## config.mk

```make
export PLATFORM = sky130hd
export DESIGN_NAME = lsr_serial_engine
export DESIGN_NICKNAME = d
export VERILOG_FILES = /design/src/rtl/lsr_serial_engine.sv
export SDC_FILE = /design/constraint.sdc
export NUM_CORES = 1
export LEC_CHECK = 0
export ABC_AREA = 1
export BUFFER_PORTS_ARGS = -buffer_cell sky130_fd_sc_hd__buf_2
export CORE_UTILIZATION = 48
export CTS_CLUSTER_DIAMETER = 200
export DETAILED_ROUTE_END_ITERATION = 8
export PLACE_DENSITY = 0.74
export SLEW_MARGIN = 25
export SYNTH_ARGS = -nofsm -noshare
export SYNTH_HDL_FRONTEND = slang
export SYNTH_SLANG_ARGS = --single-unit
```

## constraint.sdc

```tcl
create_clock -name clk -period 1.86 [get_ports clk]
set_clock_uncertainty 0.15 [all_clocks]
set_input_delay 0 -clock clk [delete_from_list [all_inputs] [get_ports clk]]
set_output_delay 0 -clock clk [all_outputs]
set_load 0.03 [all_outputs]
```

## src/rtl/lsr_serial_engine.sv

```systemverilog
// lsr_serial_engine
//   Bit-serial logic/shift/rotate engine. Takes one command (op, A, B) on a
//   valid/ready request port. Shifts and rotates advance one bit position per
//   clock, B clocks in total. Logic ops finish on the accept edge. The result
//   and its flags are held on a valid/ready response port.
//
// Ports
//   clk, rst_n            clock (rising edge), async active-low reset
//   in_valid / in_ready   command handshake; in_ready is high only in IDLE
//   in_op                 000 SLL, 001 SRL, 010 SRA, 011 ROL, 100 ROR,
//                         101 AND, 110 OR, 111 XOR
//   in_a                  data to shift, or logic operand
//   in_b                  unsigned shift/rotate count, or logic operand
//   out_valid / out_ready result handshake; out_valid is high only in DONE
//   out_data              result
//   out_sbit              last bit shifted or rotated out (0 for logic ops
//                         and for a zero count)
//   out_zero              out_data == 0
//
// state | meaning
// ------+-------------------------------------------------------------
// IDLE  | ready for a command; accepts on in_valid
// SHIFT | one 1-bit step per clock until the count reaches zero
// DONE  | result presented; waits for out_ready, accepts nothing

module lsr_serial_engine #(
  parameter int WIDTH = 4
) (
  input  logic             clk,
  input  logic             rst_n,
  input  logic             in_valid,
  output logic             in_ready,
  input  logic [2:0]       in_op,
  input  logic [WIDTH-1:0] in_a,
  input  logic [WIDTH-1:0] in_b,
  output logic             out_valid,
  input  logic             out_ready,
  output logic [WIDTH-1:0] out_data,
  output logic             out_sbit,
  output logic             out_zero
);

  localparam logic [2:0] OP_SLL = 3'b000;
  localparam logic [2:0] OP_SRL = 3'b001;
  localparam logic [2:0] OP_SRA = 3'b010;
  localparam logic [2:0] OP_ROL = 3'b011;
  localparam logic [2:0] OP_ROR = 3'b100;
  localparam logic [2:0] OP_AND = 3'b101;
  localparam logic [2:0] OP_OR  = 3'b110;
  localparam logic [2:0] OP_XOR = 3'b111;

  localparam logic [WIDTH-1:0] CNT_ONE = {{(WIDTH-1){1'b0}}, 1'b1};

  typedef enum logic [1:0] {
    S_IDLE  = 2'd0,
    S_SHIFT = 2'd1,
    S_DONE  = 2'd2
  } state_t;

  state_t           r_state;
  state_t           w_state_nxt;

  logic [2:0]       r_op;
  logic [WIDTH-1:0] r_acc;
  logic [WIDTH-1:0] r_cnt;
  logic [WIDTH-1:0] r_data;
  logic             r_sbit;

  logic             w_accept;
  logic             w_is_logic;
  logic             w_cnt_zero_in;
  logic             w_last_step;
  logic [WIDTH-1:0] w_logic_res;
  logic [WIDTH-1:0] w_acc_step;
  logic             w_sbit_step;

  assign w_accept      = (r_state == S_IDLE) && in_valid;
  assign w_is_logic    = (in_op == OP_AND) || (in_op == OP_OR) || (in_op == OP_XOR);
  assign w_cnt_zero_in = (in_b == '0);
  assign w_last_step   = (r_cnt == CNT_ONE);

  always_comb begin
    w_logic_res = '0;
    case (in_op)
      OP_AND:  w_logic_res = in_a & in_b;
      OP_OR:   w_logic_res = in_a | in_b;
      OP_XOR:  w_logic_res = in_a ^ in_b;
      default: w_logic_res = '0;
    endcase
  end

  // One 1-bit step of the captured operation applied to the accumulator.
  always_comb begin
    w_acc_step  = r_acc;
    w_sbit_step = 1'b0;
    case (r_op)
      OP_SLL: begin
        w_acc_step  = {r_acc[WIDTH-2:0], 1'b0};
        w_sbit_step = r_acc[WIDTH-1];
      end
      OP_SRL: begin
        w_acc_step  = {1'b0, r_acc[WIDTH-1:1]};
        w_sbit_step = r_acc[0];
      end
      OP_SRA: begin
        w_acc_step  = {r_acc[WIDTH-1], r_acc[WIDTH-1:1]};
        w_sbit_step = r_acc[0];
      end
      OP_ROL: begin
        w_acc_step  = {r_acc[WIDTH-2:0], r_acc[WIDTH-1]};
        w_sbit_step = r_acc[WIDTH-1];
      end
      OP_ROR: begin
        w_acc_step  = {r_acc[0], r_acc[WIDTH-1:1]};
        w_sbit_step = r_acc[0];
      end
      default: begin
        w_acc_step  = r_acc;
        w_sbit_step = 1'b0;
      end
    endcase
  end

  always_ff @(posedge clk or negedge rst_n) begin
    if (!rst_n) begin
      r_state <= S_IDLE;
    end else begin
      r_state <= w_state_nxt;
    end
  end

  always_comb begin
    w_state_nxt = r_state;
    case (r_state)
      S_IDLE: begin
        if (in_valid) begin
          if (w_is_logic || w_cnt_zero_in) begin
            w_state_nxt = S_DONE;
          end else begin
            w_state_nxt = S_SHIFT;
          end
        end
      end
      S_SHIFT: begin
        if (w_last_step) begin
          w_state_nxt = S_DONE;
        end
      end
      S_DONE: begin
        if (out_ready) begin
          w_state_nxt = S_IDLE;
        end
      end
      default: w_state_nxt = S_IDLE;
    endcase
  end

  // The accumulator is the working register; r_data/r_sbit are loaded only
  // when a result is complete, so the presented result never shows a partial
  // shift and survives the response handshake unchanged.
  always_ff @(posedge clk or negedge rst_n) begin
    if (!rst_n) begin
      r_op   <= OP_SLL;
      r_acc  <= '0;
      r_cnt  <= '0;
      r_data <= '0;
      r_sbit <= 1'b0;
    end else if (w_accept) begin
      r_op  <= in_op;
      r_cnt <= in_b;
      if (w_is_logic) begin
        r_acc  <= w_logic_res;
        r_data <= w_logic_res;
        r_sbit <= 1'b0;
      end else begin
        r_acc <= in_a;
        if (w_cnt_zero_in) begin
          r_data <= in_a;
          r_sbit <= 1'b0;
        end
      end
    end else if (r_state == S_SHIFT) begin
      r_acc <= w_acc_step;
      r_cnt <= r_cnt - CNT_ONE;
      if (w_last_step) begin
        r_data <= w_acc_step;
        r_sbit <= w_sbit_step;
      end
    end
  end

  assign in_ready  = (r_state == S_IDLE);
  assign out_valid = (r_state == S_DONE);
  assign out_data  = r_data;
  assign out_sbit  = r_sbit;
  assign out_zero  = (r_data == '0);

endmodule

```

---- Yosys cells after proc, flatten, opt, wreduce, memory -nomap -nowiden ----
Cells that the tools add are included.
operators by class
  equal/unequal tests ..................... 14
  bitwise gates (word level) .............. 3
  mux-type cells .......................... 23
  order comparisons ....................... 0
  div/mod/pow operators ................... 0
  multiply operators ...................... 0
  reduce and logical (&&, ||, !) cells .... 14
  shifts and indexed selects .............. 0
  add/subtract/negate cells ............... 1
operator list
  cell                                                   number
  two-way mux 4 bit                                      10
  case mux 4 bit (5 select lines)                        1
  == test 3 bit, second input constant                   4
  case mux 4 bit (3 select lines)                        1
  logical NOT 4 bit                                      2
  two-way mux 2 bit                                      4
  == test 3 x 2 -> 1 bit, second input constant          2
  case mux 2 bit (3 select lines)                        1
  AND reduction 3 bit                                    2
  two-way mux 1 bit                                      5
  bitwise AND 4 bit                                      1
  == test 4 x 1 -> 1 bit, second input constant          1
  inequality test 2 bit, second input constant           2
  bitwise OR 4 bit                                       1
  nonzero test 2 bit                                     2
  subtractor 4 x 1 -> 4 bit, second input constant       1
  bitwise XOR 4 bit                                      1
  == test 3 x 1 -> 1 bit, second input constant          1
  logical NOT 3 bit                                      1
  logical OR 1 bit                                       3
  inequality test 3 x 1 -> 1 bit, second input constant  1
  OR reduction 3 bit                                     1
  == test 2 x 1 -> 1 bit, second input constant          1
  == test 2 bit, second input constant                   1
  5 further kinds                                        5
word-level totals
  output and inout port bits .............. 8
  ROM bits ................................ 0
  memory bits (writable) .................. 0
  bits in latches ......................... 0
  logic and storage cells ................. 61
  input port bits ......................... 15
  memories kept ........................... 0
  register bits ........................... 18

---- Depth between registers and ports, before layout ----
  word-level depth ........................ 7
  gate-level depth with buffers ........... 9
  mapped depth without buffers ............ 9

---- Worst setup path before layout ----
No wires, ideal clock.
  path kind ............................... reg-to-output
  from .................................... register r_data[1], in the netlist out_data[1]
  to ...................................... output out_zero
  stages on the path, launching flop included .. 2
  path buffers ............................ 0
  data arrival time ....................... 1,521 ps
  path slack .............................. 189 ps
  cell sequence ........................... dfrtp_1 > nor4_1
between the ends
  word-level cells in the longest chain between the ends .. 1
RTL lines
  item                    RTL line  text
  from (decl)             66        logic [WIDTH-1:0] r_data;
  from (signal assigned)  173       r_data <= w_logic_res;
  from (signal assigned)  178       r_data <= in_a;
  from (signal assigned)  186       r_data <= w_acc_step;
  logical NOT 4 bit       196       assign out_zero = (r_data == '0);
  to (decl)               40        output logic out_zero
Every way passes these cells.

---- Worst setup path after layout ----
  from .................................... register r_state[1]
  to ...................................... register r_cnt[2]
between the ends
  word-level cells in the longest chain between the ends .. 3
  elaborated cells on any way between the ends .. 5
RTL lines
  item                                                            RTL line  text
  from (decl)                                                     60        state_t r_state;
  from (signal assigned)                                          128       r_state <= w_state_nxt;
  logical NOT 2 bit                                               77        assign w_accept = (r_state == S_IDLE) && in_valid;
  logical AND 1 bit                                               77
  two-way mux 4 bit / nonzero test 2 bit (equally long branches)  --
  to (signal assigned)                                            170       r_cnt <= in_b;
  to (signal assigned)                                            184       r_cnt <= r_cnt - CNT_ONE;
  to (decl)                                                       65        logic [WIDTH-1:0] r_cnt;
Several ways; a longest one is shown, not always the timed one.
A chain may end at the register's enable or synchronous reset.

==> reports/results.tsv <==
stage	metric	value	unit
run_status	status	complete, no violations	
die	Die W	54.37	µm
pwr	Switching Share	0.5243	
timing	RSZ-0062 raised after global routing	false	
hold_path	worst min path class	primary input to flop	
drt	Pre-Repair DR Iteration Count	4	
clocking	CTS max path bufs	2	
die	# IOs	23	
drt	DRC errors left	0	
clocking	TritonCTS clock tree	done	
clocking	cts bufs inserted	3	
drt	DR vias/cell	5.153	
synthesis	count leader, synth	nand2_1	
synthesis	post-synth cell types	26	
synthesis	post-synthesis mux area share	0	
pwr	total power	2.454	mW
clocking	H-Tree Depth	1	
job	Max Cap Viol	0	
synthesis	Mapped Cells	180	
drt	Routed WL	3.134	mm
synthesis	#FFs+latches synth	18	
synthesis	Synth Area in Simple Gates	0.3850	
pwr	peak supply drop	1283	µV
synthesis	async set-reset flop share out of synthesis	1.000	
grt	global-route wire length before repair	4.974	mm
clocking	PostCTS Resize Cnt	0	
pwr	cell-internal power	1.167	mW
layout	layout net count	245	
grt	vias in the first global route	1201	
setup_path	critical-path maximum fanout	16	
pwr	P_sw	1.287	mW
synthesis	dominant combinational cell family by area after synthesis	simple AND/OR/NAND/NOR gates	
timing	Rel. slew slack	0.7257	
clocking	Post CTS Setup Buffer Count	0	
timing	setup tns final	0	ps
grt	gr ovfl total	0	
drt	WL/cell	12.64	µm
layout	final instance area	1622	µm²
drt	Starting DRT DRC Count	25	
synthesis	syn avg cell area	7.313	µm²
die	core area	2545	µm²
setup_path	crit path capture type	flop	
pwr	clock power share	0.078	
layout	share of layout cells above drive strength 1	0.1881	
synthesis	Synth area leaders	dfrtp_1, nand2_1, ha_1, nand3_1, inv_1	
pwr	sequential share of power	0.323	
layout	# fillers	225	
setup_path	crit-path max cell delay	560	ps
clocking	Worst-Skew Late Latency	290	ps
layout	area delta synth->final	23.19	%
hold_path	worst hold start	in_a[1]	
clocking	cts hold-fix bufs	14	
pwr	Pleak	0.8801	nW
setup_path	crit path kind	flop to flop	
synthesis	post-synthesis instance area	1316	µm²
synthesis	most frequent cells after synthesis	nand2_1, inv_1, dfrtp_1, nand3_1, ha_1	
timing	Hold Vio Cnt, Final	0	
die	Std-Cell Rows	18	
layout	# diodes	0	
placement	placed cell areas	1459	µm²
clocking	Clock transition at path regs	100	ps
synthesis	area share of the largest cell type after synthesis	0.3422	
timing	Slew @ Worst Pin	411.4	ps
placement	DP Wirelength	2.330	mm
clocking	CTS Root Cell	clkbuf_4	
synthesis	sequential cell area fraction in the yosys report	0.3422	
pwr	pwr dens	1513	nW/µm²
die	DIE AREA	2956	µm²
synthesis	number of synthesized flops with an enable pin	0	
die	initial core utilization	0.5172	
drt	Via Count	1278	
synthesis	Synth Area in Adders	0.09506	
timing	Tcrit/Tclk final	0.9455	
setup_path	RR Startpoint	r_state[1]	
drt	post-route ant nets	0	
die	Die Ht	54.37	µm
setup_path	critical path's slowest cell	dlygate4sd3_1	
placement	Final Wtd Congestion	0.8115	
timing	max-slew violations	0	
layout	Multi-input gate area	757.0	µm²
timing	# setup viols final	0	
placement	PortBufs	22	
synthesis	Yosys Warn Count	0	
setup_path	Crit path arrival time	1780	ps
setup_path	CP startpoint	r_state[1]	
synthesis	Synth area leader	dfrtp_1	
setup_path	worst-path cell chain	nor2_4, nand2_4, nor2_1, dlygate4sd3_1, a21oi_1	
synthesis	syn_nets	205	
pwr	Comb pwr share	0.599	
synthesis	post-synthesis xor/xnor area fraction	0.01331	
synthesis	Compound-Gate Fraction of Synth Area	0.08175	
grt	GRT Overall Usage	0.2371	
clocking	CTS sink cnt	18	
setup_path	crit start category	flop	
grt	antenna violations before repair	0	
timing	minimum clock period	1759	ps
layout	register area	450.4	µm²
setup_path	CP Data Required Time	1880	ps
synthesis	most frequently used flop master after synthesis	dfrtp_1	
timing	fmax	568.6	MHz
grt	largest net degree at the start of global routing	19	
## state kept, by name (all words and copies together), names as in the netlist
signal and flops:
out_data 4, out_sbit 1, r_acc 4, r_cnt 4, r_op 3, r_state 2
## layer usage
layer | part of all wire | routed length, µm | global-route usage
met2 | 0.50 | 1556 | 0.4146
met1 | 0.46 | 1446 | 0.2889
met3 | 0.029 | 92 | 0.05000
met5 | 0 | 0 | 0
met4 | 0.012 | 38 | 0.07265
## worst paths after layout
check,end,slack (ps),cells after the start
min in group asynchronous,out_data[0],40,2
hold reg to reg,out_data[2],360,2
setup reg to reg,r_cnt[2],100,5
max in group asynchronous,r_state[0],1230,2
hold / removal,out_data[1],9,5
setup / recovery,r_cnt[2],100,5
## power groups by stage
stage	Sequential [mW]	Combinational, mW	Clock, mW
2_1_floorplan	0.839	0.996	0
3_3_place_gp	0.786	1.35	0
3_5_place_dp	0.799	1.40	0
4_1_cts	0.790	1.46	0.195
5_1_grt	0.812	1.64	0.214
6_report	0.794	1.47	0.190
## kinds of logic (layout without fill, tap and decap cells)
family	Yosys count	in the layout
AOI/OAI and AO/OA	18	18
DFF	18	18
adders and majority gates	10	10
buffers and inverters	28	66
xor gates and xnor gates	2	2
and+or+nand+nor	104	104
## per-stage QoR
stage | utilization | worst slack, ps | std cells | hold slack, ps
floorplan | - | 188.6 | 180 | -445.6
global placement | 0.5733 | 356.6 | 231 | -208.9
detailed placement | 0.5733 | 322.4 | 231 | -197.7
CTS | 0.6372 | 134.0 | 248 | 0.2251
global route | 0.6372 | 37.06 | 248 | 47.01
finish | 0.6372 | 101.3 | 248 | 8.728
## area by class of cell
cell class                 instances  share of cell area
inverter                          27             0.06404
sequential                        18              0.2778
timing repair buffer              36              0.1543
clock buffer                       3             0.01389
tap                               30             0.02315
multi-input combinational        134              0.4668
## cells in the final DEF (no fill, tap or decap), types with 4 or more instances in the layout
master         instances
dfrtp_1               18
inv_1                 21
nand4_1                7
o21ai_0                5
nand2_1               60
ha_1                  10
o21ai_1                4
nand3_1               16
nor2_1                 8
dlygate4sd3_1         14
inv_2                  5
buf_2                 22
## critical path, delay by kind of cell (launching register included)
family	cells	cell delay, ps
and+or+nand+nor	3	430
DFF	1	450
AOI/OAI and AO/OA	1	40
buffers and inverters	1	560
Power figures use the tool's default switching activity.
